===== src/rtl/fetch_stage.sv =====
// Instruction fetch stage: keeps one instruction request in flight and fills
// the IF/ID register. It can park a response in a hold buffer while decode is
// stalled, and it drops a stale response after a branch redirect.
module fetch_stage (
  input  logic        clk,
  input  logic        reset,
  input  logic        stall,
  input  logic        BrTaken,
  input  logic        UncondBr,
  input  logic [63:0] brPC,
  input  logic [31:0] brInstr,
  output logic        imem_req,
  output logic [63:0] imem_addr,
  input  logic        imem_valid,
  input  logic [31:0] imem_rdata,
  output logic        if_valid,
  output logic [63:0] if_pc,
  output logic [31:0] if_instr,
  output logic [10:0] opCode
);

  typedef enum logic [1:0] {
    FETCH   = 2'd0,
    HOLD    = 2'd1,
    DISCARD = 2'd2
  } state_t;

  state_t      state;
  state_t      state_next;
  logic [63:0] pc;
  logic [63:0] pc_next;
  logic [63:0] req_addr;
  logic [63:0] req_addr_next;
  logic [31:0] hold_buf;
  logic [31:0] hold_buf_next;
  logic        if_valid_next;
  logic [63:0] if_pc_next;
  logic [31:0] if_instr_next;
  logic [63:0] br_offset;
  logic [63:0] br_target;
  logic        resp;
  logic        unused_opcode_bits;

  // The branch opcode bits are decoded upstream, so only the immediates are used here.
  assign unused_opcode_bits = ^brInstr[31:26];

  // A request is live in FETCH and DISCARD, and never while reset is held.
  assign imem_req  = reset && (state != HOLD);
  assign imem_addr = req_addr;
  assign resp      = imem_req && imem_valid;
  assign opCode    = if_instr[31:21];

  // Word-scaled, sign-extended branch offset: imm26 for B, imm19 for CB.
  always_comb begin
    if (UncondBr) begin
      br_offset = {{36{brInstr[25]}}, brInstr[25:0], 2'b00};
    end else begin
      br_offset = {{43{brInstr[23]}}, brInstr[23:5], 2'b00};
    end
    br_target = brPC + br_offset;
  end

  // Next-state and datapath decisions. A redirect overrides stall and any capture.
  always_comb begin
    state_next    = state;
    pc_next       = pc;
    req_addr_next = req_addr;
    hold_buf_next = hold_buf;
    if_valid_next = if_valid;
    if_pc_next    = if_pc;
    if_instr_next = if_instr;

    case (state)
      FETCH: begin
        if (BrTaken) begin
          if_valid_next = 1'b0;
          if_instr_next = 32'd0;
          pc_next       = br_target;
          hold_buf_next = 32'd0;
          if (resp) begin
            req_addr_next = br_target;
            state_next    = FETCH;
          end else begin
            state_next = DISCARD;
          end
        end else if (resp && !stall) begin
          if_valid_next = 1'b1;
          if_pc_next    = req_addr;
          if_instr_next = imem_rdata;
          pc_next       = req_addr + 64'd4;
          req_addr_next = req_addr + 64'd4;
        end else if (resp && stall) begin
          hold_buf_next = imem_rdata;
          state_next    = HOLD;
        end else if (!stall) begin
          if_valid_next = 1'b0;
        end
      end

      HOLD: begin
        if (BrTaken) begin
          if_valid_next = 1'b0;
          if_instr_next = 32'd0;
          pc_next       = br_target;
          req_addr_next = br_target;
          hold_buf_next = 32'd0;
          state_next    = FETCH;
        end else if (!stall) begin
          if_valid_next = 1'b1;
          if_pc_next    = req_addr;
          if_instr_next = hold_buf;
          pc_next       = req_addr + 64'd4;
          req_addr_next = req_addr + 64'd4;
          hold_buf_next = 32'd0;
          state_next    = FETCH;
        end
      end

      DISCARD: begin
        if (BrTaken) begin
          if_valid_next = 1'b0;
          if_instr_next = 32'd0;
          pc_next       = br_target;
          hold_buf_next = 32'd0;
        end else begin
          if (!stall) begin
            if_valid_next = 1'b0;
          end
          if (resp) begin
            req_addr_next = pc;
            state_next    = FETCH;
          end
        end
      end

      default: begin
        state_next = FETCH;
      end
    endcase
  end

  // State register with synchronous active-low reset.
  always_ff @(posedge clk) begin
    if (!reset) begin
      state <= FETCH;
    end else begin
      state <= state_next;
    end
  end

  // PC, request address, hold buffer and IF/ID register.
  always_ff @(posedge clk) begin
    if (!reset) begin
      pc       <= 64'd0;
      req_addr <= 64'd0;
      hold_buf <= 32'd0;
      if_valid <= 1'b0;
      if_pc    <= 64'd0;
      if_instr <= 32'd0;
    end else begin
      pc       <= pc_next;
      req_addr <= req_addr_next;
      hold_buf <= hold_buf_next;
      if_valid <= if_valid_next;
      if_pc    <= if_pc_next;
      if_instr <= if_instr_next;
    end
  end

endmodule


===== config.mk =====
export PLATFORM = sky130hd
export DESIGN_NAME = fetch_stage
export DESIGN_NICKNAME = d
export VERILOG_FILES = /design/src/rtl/fetch_stage.sv
export SDC_FILE = /design/constraint.sdc
export NUM_CORES = 1
export LEC_CHECK = 0
export BUFFER_PORTS_ARGS = -buffer_cell sky130_fd_sc_hd__buf_4
export CORE_ASPECT_RATIO = 1.25
export CORE_MARGIN = 2
export CORE_UTILIZATION = 60
export DETAILED_ROUTE_END_ITERATION = 8
export PLACE_DENSITY = 0.87
export SLEW_MARGIN = 25
export SYNTH_ARGS = -nofsm -noshare
export SYNTH_HDL_FRONTEND = slang
export SYNTH_SLANG_ARGS = --single-unit
export TNS_END_PERCENT = 50

===== constraint.sdc =====
create_clock -name clk -period 6.1 [get_ports clk]
set_input_delay 0.305 -clock clk [delete_from_list [all_inputs] [get_ports clk]]
set_output_delay 0.305 -clock clk [all_outputs]
set_load 0.01 [all_outputs]

Word level (Yosys, flattened, before mapping)
Cells that the tools add are included.
- add/subtract/negate cells: 2
- eq/ne operators: 16
- muxes and demuxes: 46
- reduce and logical (&&, ||, !) cells: 14
- operator list (kind ; count):
    $mux 64 ; 14
    $pmux 64 s3 ; 2
    $mux 32 ; 10
    $pmux 32 s3 ; 2
    $pmux 64 s2 ; 1
    $add 64x3->64 const B ; 1
    $add 64x64->64 ; 1
    $mux 2 ; 8
    $ne 3x3->1 const B ; 5
    $reduce_and 5->1 ; 3
    $ne 2x2->1 const B ; 7
    $mux 1 ; 7
    $pmux 2 s3 ; 1
    $reduce_and 6->1 ; 1
    $logic_and 1x1->1 ; 4
    $ne 4x4->1 const B ; 1
    $reduce_and 4->1 ; 1
    $pmux 1 s3 ; 1
    $reduce_and 3->1 ; 1
    $reduce_bool 3->1 ; 1
    $eq 2x1->1 const B ; 1
    $eq 2x2->1 const B ; 1
    $logic_not 2->1 ; 1
    $ne 2x1->1 const B ; 1
    other kinds (2) ; 2
- bits in registers: 259
- input port bits: 134
- output and inout bits: 173
- word-level logic and storage cells: 85

Longest topological paths before layout
Gate-level depths: netlist of run 1.
- depth after elaboration: 8
- depth in mapped cells: 15
- depth with buffers taken out: 12

Worst setup path before layout of run 1
OpenSTA, ideal clock, no wires.
- kind: input to register
- from: input UncondBr
- to: register req_addr[61] (netlist: imem_addr[61])
- setup time: 0.132 ns
- data arrival time: 4.046 ns
- required time: 5.968 ns
- setup slack: 1.921 ns
- stages: 13
- path buffers: 2
- path through: clkbuf_1 nand2b_1 nand2_1 ha_1 buf_2 a21oi_1 o21ai_0 a2111oi_0 o31ai_1 a31o_2 or4_1 a32oi_1 a21oi_1
- longest elaborated chain between the ends: 5
- elaborated cells on any way between the ends: 6
- classes of those cells: 1 x add/sub; 5 x mux
- RTL lines (what ; RTL line ; source):
    start: declaration ; 9 ; input logic UncondBr,
    $mux 64 * ; 55 ; if (UncondBr) begin
    $add 64x64->64 * ; 60 ; br_target = brPC + br_offset;
    $mux 64 ; 80 ; if (resp) begin
    $mux 64 ; 75 ; if (BrTaken) begin
    $pmux 64 s3 * ; 73 ; case (state)
    end signal: assignment ; 162 ; req_addr <= req_addr_next;
    end: declaration ; 32 ; logic [63:0] req_addr;
Mark *: on every way between the ends. The rest lies on a longest branch, timed or not. The select of a mux whose other input is x is not followed.
A chain may end at the register's enable or synchronous reset.

Final worst setup path of run 1
- from: input UncondBr
- to: register req_addr[62] (netlist: imem_addr[62])
The elaborated chain is that of the path after synthesis.

==> impl_metrics.env, run 1 <==
export IMPL_max_slew_margin=0.3203
export IMPL_syn_avg_cell_area_sq_um=7.387
export IMPL_timing_worst_slew_pin_value_ns=1.016
export IMPL_max_freq_ghz=0.2291
export IMPL_slew_viol_final=0
export IMPL_synthTopCellsByArea="dfxtp_1 (31%), a21oi_1 (8.9%), nand2_1 (7.2%), ha_1 (5.0%), nor2_1 (4.3%)"
export IMPL_syn_inst=2239
export IMPL_post_cts_resized=0
export IMPL_synth_edf_count=0
export IMPL_h_tree_depth=1
export IMPL_start_kind="input port"
export IMPL_ctsHoldBuffers=0
export IMPL_worstPathCellList="buf_4 -> nand2b_1 -> nand2_1 -> buf_4 -> ha_1 -> nand2_1 -> nor2_1 -> nand3_1 -> nor3_1 -> o2111ai_1 -> a311oi_1 -> a21oi_1 -> xor2_1 -> o221ai_1"
export IMPL_layout_commonest_cell="buf_4"
export IMPL_clock_sinks=259
export IMPL_cts_buffers=23
export IMPL_syn_area_sq_um=16540
export IMPL_dpl_cell_area_sq_um=18670
export IMPL_synth_nets=2440
export IMPL_vias_per_cell=6.590
export IMPL_dieWidth_um=152.5
export IMPL_drive_above_1_share=0.1727
export IMPL_crit_type="input port to flop"
export IMPL_power_density_nw_per_um2=273.3
export IMPL_dieHeight_um=189.6
export IMPL_grt_pass1_wl_um=86360
export IMPL_vias=18180
export IMPL_pin_count=307
export IMPL_clock_skew_ns=0.01415
export IMPL_holdWs_ns=0.05620
export IMPL_antenna_found_initial=0
export IMPL_clk_latency_ns=0.52
export IMPL_reg2reg_to="imem_addr[37]"
export IMPL_ys_flop_type="dfxtp_1"
export IMPL_yosysSeqAreaShare=0.3135
export IMPL_place_gp_congestion=0.9663
export IMPL_maxCapViolCount=0
export IMPL_fin_nets=2599
export IMPL_cp_required_ns=6.49
export IMPL_area_delta_synth_final_pct=17.65
export IMPL_r2r_start="state[1]"
export IMPL_ant_nets=0
export IMPL_cp_startpoint="UncondBr"
export IMPL_finalWirelength_um=54690
export IMPL_ys_warn_count=0
export IMPL_port_buffers=300
export IMPL_ir_drop_mv=0.1836
export IMPL_cts_root_buf="clkbuf_16"
export IMPL_dieArea_sq_um=28920
export IMPL_synth_top_area_cell="dfxtp_1"
export IMPL_fin_crit_sh=0.7154
export IMPL_cts_path_max_buffers=3
export IMPL_setup_violations=0
export IMPL_mostFrequentLayoutCells="buf_4 (318), nand2_1 (315), a21oi_1 (292), dfxtp_1 (259), nor2_1 (187)"
export IMPL_drt_initial_drc_count=2115
export IMPL_diodes=0
export IMPL_r2r_cells=10
export IMPL_final_area_sq_um=19460
export IMPL_post_route_min_period_ns=4.364
export IMPL_dr_pass1_iters=8
export IMPL_rsz0062_at_grt="false"
export IMPL_arrival_ns=4.75
export IMPL_grtUsageTotal=0.3562
export IMPL_hold_violations=0
export IMPL_place_hpwl_um=39050
export IMPL_routedWlPerCell_um=19.82
export IMPL_synth_top_area_share=0.3135
export IMPL_grt_max_degree=119
export IMPL_slowest_delay_ns=0.61
export IMPL_hold_start="imem_rdata[14]"
export IMPL_endpoint_kind="flop"
export IMPL_cts_tree="built"
export IMPL_crit_end="imem_addr[62]"
export IMPL_async_flop_share=0
export IMPL_r2r_setup_slack_ns=2.31
export IMPL_grt_pass1_vias=16570
export IMPL_cts_setup_buffers=0
export IMPL_critPathMaxFanout=26
export IMPL_overflow=0
export IMPL_drc=0
export IMPL_run_status="finished, final reports clean"
export IMPL_synth_seq_cells=259
export IMPL_fp_row_count=67
export IMPL_fin_setup_tns_ns=0
export IMPL_synthDistinctLibCells=80
export IMPL_core_area_sq_um=26990
export IMPL_p_leak_nw=7.911
export IMPL_slowest_stage="nand2_1"
export IMPL_fin_util=0.7209
export IMPL_clkTransAtPathRegs_ns=0.07
export IMPL_hold_path_class="input port to flop"
export IMPL_start_util=0.6127
==> layout make-up <==
cell class | instances | area [sq um]
fillers | 2158 | 7535
well taps | 345 | 431.7
clock buffers | 35 | 710.7
clock inverters | 6 | 80.08
inverters | 25 | 98.84
multi-input cells | 1770 | 10550
flip-flops and latches | 259 | 5185
repair buffers | 319 | 2399
==> Yosys cell counts, types with 41 or more instances <==
| cell type | number |
|---|---|
| a21o_1 | 41 |
| a21oi_1 | 293 |
| clkbuf_1 | 147 |
| dfxtp_1 | 259 |
| ha_1 | 66 |
| nand2_1 | 317 |
| nand3_1 | 96 |
| nor2_1 | 189 |
| nor3_1 | 76 |
| o21ai_0 | 139 |
| xnor2_1 | 52 |
| xor2_1 | 53 |
==> kinds of logic after synthesis <==
logic type | after synthesis | share of synthesized area
flip-flops | 259 | 0.3135
AND/OR/NAND/NOR | 835 | 0.2330
AO/OA/AOI/OAI | 735 | 0.2770
XOR/XNOR | 105 | 0.05560
buffers and inverters | 210 | 0.05152
multiplexers | 28 | 0.01831
adder cells (fa/ha/maj) | 67 | 0.05114
==> worst max-delay path, delay by kind of cell <==
kind | cells | cell delay [ns]
buffers and inverters | 2 | 0.71
and+or+nand+nor | 6 | 1.64
xor gates and xnor gates | 1 | 0.35
AOI/OAI and AO/OA | 4 | 1.22
adders and majority gates | 1 | 0.50
==> worst min-delay path by stage <==
| stage | endpoint | depth (start not counted) |
|---|---|---|
| 6_report | hold_buf[14] | 3 |
| 5_1_grt | hold_buf[4] | 3 |
| 4_1_cts | hold_buf[14] | 3 |
| 3_5_place_dp | if_pc[3] | 2 |
| 3_3_place_gp | pc[43] | 2 |
| 2_1_floorplan | pc[43] | 2 |
==> stage by stage <==
step                setup slack, ns  total power [mW]  cells
floorplan                     1.921             3.170   2239
global placement              1.428             3.718   2718
detailed placement            1.331             3.769   2718
finish                        1.736             5.319   2759
global route                  1.478             5.554   2759
CTS                           1.851             5.274   2759
==> per-layer routing <==
metal | GRT usage | wire, um | vias to the layer above
li1 | - | - | 8418
met1 | 0.4666 | 21250 | 8480
met2 | 0.5974 | 25730 | 1131
met3 | 0.04966 | 5558 | 152
met4 | 0.1396 | 2147 | 0
met5 | 0 | 0 | -
==> report_power, final <==
| group | switching (mW) | leakage (nW) | internal [mW] | total, mW |
|---|---|---|---|---|
| clock network | 0.638 | 0.396 | 0.886 | 1.52 |
| logic | 1.05 | 5.39 | 0.670 | 1.72 |
| registers | 0.209 | 2.12 | 1.87 | 2.08 |
| total | 1.90 | 7.91 | 3.42 | 5.32 |
==> state kept, by name, indices dropped and copies added (netlist names) <==
name	cells
if_valid	1
if_pc	64
if_instr	32
imem_addr	64
state	2
hold_buf	32
pc	64
Note: power is estimated with default switching activity, not from simulation.
==> run 2: changes to the inputs <==
--- a/config.mk
+++ b/config.mk
@@ -5,12 +5,13 @@
 export SDC_FILE = /design/constraint.sdc
 export NUM_CORES = 1
 export LEC_CHECK = 0
+export ABC_AREA = 1
 export BUFFER_PORTS_ARGS = -buffer_cell sky130_fd_sc_hd__buf_4
 export CORE_ASPECT_RATIO = 1.25
 export CORE_MARGIN = 2
-export CORE_UTILIZATION = 60
+export CORE_UTILIZATION = 58
 export DETAILED_ROUTE_END_ITERATION = 8
-export PLACE_DENSITY = 0.87
+export PLACE_DENSITY = 0.84
 export SLEW_MARGIN = 25
 export SYNTH_ARGS = -nofsm -noshare
 export SYNTH_HDL_FRONTEND = slang
==> constraint.sdc (replaced) <==
create_clock -name clk -period 4.2 [get_ports clk]
set_input_delay 0.21 -clock clk [delete_from_list [all_inputs] [get_ports clk]]
set_output_delay 0.21 -clock clk [all_outputs]
set_load 0.01 [all_outputs]
==> run 2 against run 1 <==
Net effect:
- setup slack worse by 0.59 ns
- utilization is 2.6 points lower
- critical path depth is 6 higher
- sequential share of layout area is 3.3 points lower
- design area is 14% higher
- critical endpoint is now imem_addr[63]
==> impl_metrics.env, run 2 <==
export IMPL_routedWlPerCell_um=18.56
export IMPL_port_buffers=300
export IMPL_post_cts_resized=0
export IMPL_fin_nets=3669
export IMPL_yosysSeqAreaShare=0.2744
export IMPL_diodes=0
export IMPL_crit_type="input port to flop"
export IMPL_dp_cells=3843
export IMPL_syn_avg_cell_area_sq_um=5.801
export IMPL_max_slew_margin=0.3091
export IMPL_p_seq_frac=0.345
export IMPL_area_delta_synth_final_pct=17.54
export IMPL_pwr_share_comb=0.450
export IMPL_ys_flop_type="dfxtp_1"
export IMPL_hold_violations=0
export IMPL_rsz0062_at_grt="false"
export IMPL_cts_buffers=23
export IMPL_clk_latency_ns=0.54
export IMPL_crit_family="simple AND/OR/NAND/NOR gates"
export IMPL_maxCapViolCount=0
export IMPL_synth_nets=3459
export IMPL_endpoint_kind="flop"
export IMPL_antenna_found_initial=0
export IMPL_drc=0
export IMPL_synth_seq_cells=259
export IMPL_timing_worst_slew_pin_value_ns=1.036
export IMPL_cts_path_max_buffers=3
export IMPL_path_common_cell="nand2_1"
export IMPL_slowest_stage="ha_1"
export IMPL_holdWs_ns=0.07827
export IMPL_dieWidth_um=165.5
export IMPL_synth_top_area_cell="dfxtp_1"
export IMPL_run_status="finished, final reports clean"
export IMPL_critPathMaxFanout=26
export IMPL_grt_pass1_vias=21290
export IMPL_ant_nets=0
export IMPL_p_leak_nw=11.45
export IMPL_fp_row_count=73
export IMPL_synth_edf_count=0
export IMPL_switching_share=0.4463
export IMPL_layout_commonest_cell="nand2_1"
export IMPL_grt_pass1_wl_um=110500
export IMPL_p_int_mw=6.432
export IMPL_hold_path_class="input port to flop"
export IMPL_clock_sinks=259
export IMPL_dieHeight_um=205.8
export IMPL_power_mw=11.62
export IMPL_mostFrequentLayoutCells="nand2_1 (969), inv_1 (468), o21ai_0 (327), buf_4 (314), nor2_1 (313)"
export IMPL_synth_most_common_cell="nand2_1"
export IMPL_drt_initial_drc_count=2686
export IMPL_cts_tree="built"
export IMPL_grt_max_degree=135
export IMPL_core_area_sq_um=31970
export IMPL_fin_crit_sh=0.7260
export IMPL_slew_viol_final=0
export IMPL_cts_root_buf="clkbuf_16"
export IMPL_overflow=0
export IMPL_worstPathCellList="buf_4 -> clkinv_1 -> nand2_1 -> nand2_1 -> buf_4 -> ha_1 -> nand2_1 -> inv_1 -> nand2_1 -> inv_1 -> nand2_1 -> inv_1 -> nand2_1 -> nand2_1 -> a21oi_1 -> nand2_1 -> nand2_1 -> nand3_1 -> nand2_1 -> a21oi_1"
export IMPL_ys_warn_count=0
export IMPL_worst_slack_ns=1.151
export IMPL_instances_no_fill=3896
export IMPL_place_hpwl_um=53510
export IMPL_place_gp_congestion=1.032
export IMPL_start_kind="input port"
export IMPL_setup_violations=0
export IMPL_synthTopCellsByArea="dfxtp_1 (27%), nand2_1 (19%), inv_1 (9.4%), o21ai_0 (8.7%), a21oi_1 (8.0%)"
export IMPL_final_area_sq_um=22210
export IMPL_vias=22590
export IMPL_cp_required_ns=4.62
export IMPL_dr_pass1_iters=9
export IMPL_synth_top_area_share=0.2744
export IMPL_ir_drop_mv=0.4482
export IMPL_async_flop_share=0
export IMPL_clkTransAtPathRegs_ns=0.07
export IMPL_p_sw_mw=5.184
export IMPL_syn_inst=3258
export IMPL_h_tree_depth=1
export IMPL_pin_count=307
export IMPL_synthDistinctLibCells=40
export IMPL_cp_buffers_inverters=6
export IMPL_pre_cts_ws_ns=0.6636
export IMPL_vias_per_cell=5.797
export IMPL_dieArea_sq_um=34050
export IMPL_power_density_nw_per_um2=522.9
export IMPL_post_route_min_period_ns=3.049
export IMPL_fin_util=0.6949
export IMPL_start_util=0.5912
export IMPL_grtUsageTotal=0.4108
export IMPL_max_freq_ghz=0.3280
export IMPL_slowest_delay_ns=0.41
export IMPL_dpl_cell_area_sq_um=21230
export IMPL_power_frac_clock=0.205
export IMPL_finalWirelength_um=72300
export IMPL_fin_setup_tns_ns=0
export IMPL_clock_skew_ns=0.01734
export IMPL_arrival_ns=3.47
export IMPL_drive_above_1_share=0.1096
export IMPL_synth_top_cells_by_count="nand2_1 (969), inv_1 (472), o21ai_0 (327), nor2_1 (314), a21oi_1 (302)"
export IMPL_syn_area_sq_um=18900
## run 2: power groups by stage
stage / clock (mW) / sequential (mW) / combinational [mW]
after floorplan: 0 / 3.92 / 3.04
after global placement: 0 / 3.95 / 4.86
after detailed placement: 0 / 3.99 / 5.01
after CTS: 2.37 / 3.95 / 5.08
after global routing: 2.46 / 4.06 / 5.72
final: 2.38 / 4.01 / 5.23
## run 2: tightest hold or removal path, stage by stage
cell,delay [ns]
buf_4,0.09
nand2_1,0.09
nand3_1,0.11
a21oi_1,0.08
## run 2: cells by family (layout without fill, tap and decap cells)
kind of cell	count (synthesis)	count (layout)	share of synthesized area
flops	259	259	0.2744
simple gates	1540	1540	0.3302
compound gates	718	718	0.1986
xor+xnor	52	52	0.02410
buf+inv	622	848	0.1280
fa+ha+maj	67	67	0.04476
## run 2: what timing repair did
| action | CTS | global route |
|---|---|---|
| buffers inserted | 0 | 0 |
| endpoints found under the hold margin | 18 | 0 |
| hold buffers | 11 | 0 |
## run 2: path summary, 6_finish.rpt
| check | startpoint | end | slack [ns] | cells past startpoint |
|---|---|---|---|---|
| worst max-delay path | UncondBr | imem_addr[63] | 1.15 | 20 |
| worst min-delay path | imem_valid | state[1] | 0.08 | 4 |
| worst max register to register | imem_addr[19] | pc[22] | 1.21 | 8 |
| worst min register to register | pc[6] | imem_addr[6] | 0.48 | 2 |
## run 2: layout make-up
class,count,area (sq um)
clock buffer,31,675.6
clock inverter,10,168.9
fill,2783,9754
inverter,477,1793
multi-input combinational,2377,11310
sequential,259,5185
tap,412,515.5
timing repair buffer,330,2566
## run 2: per-layer routing
layer / global-route usage / wire length [um]
met5: 0.004545 / 0
met4: 0.2429 / 4700
met3: 0.06410 / 6939
met2: 0.6937 / 33410
met1: 0.4886 / 27250
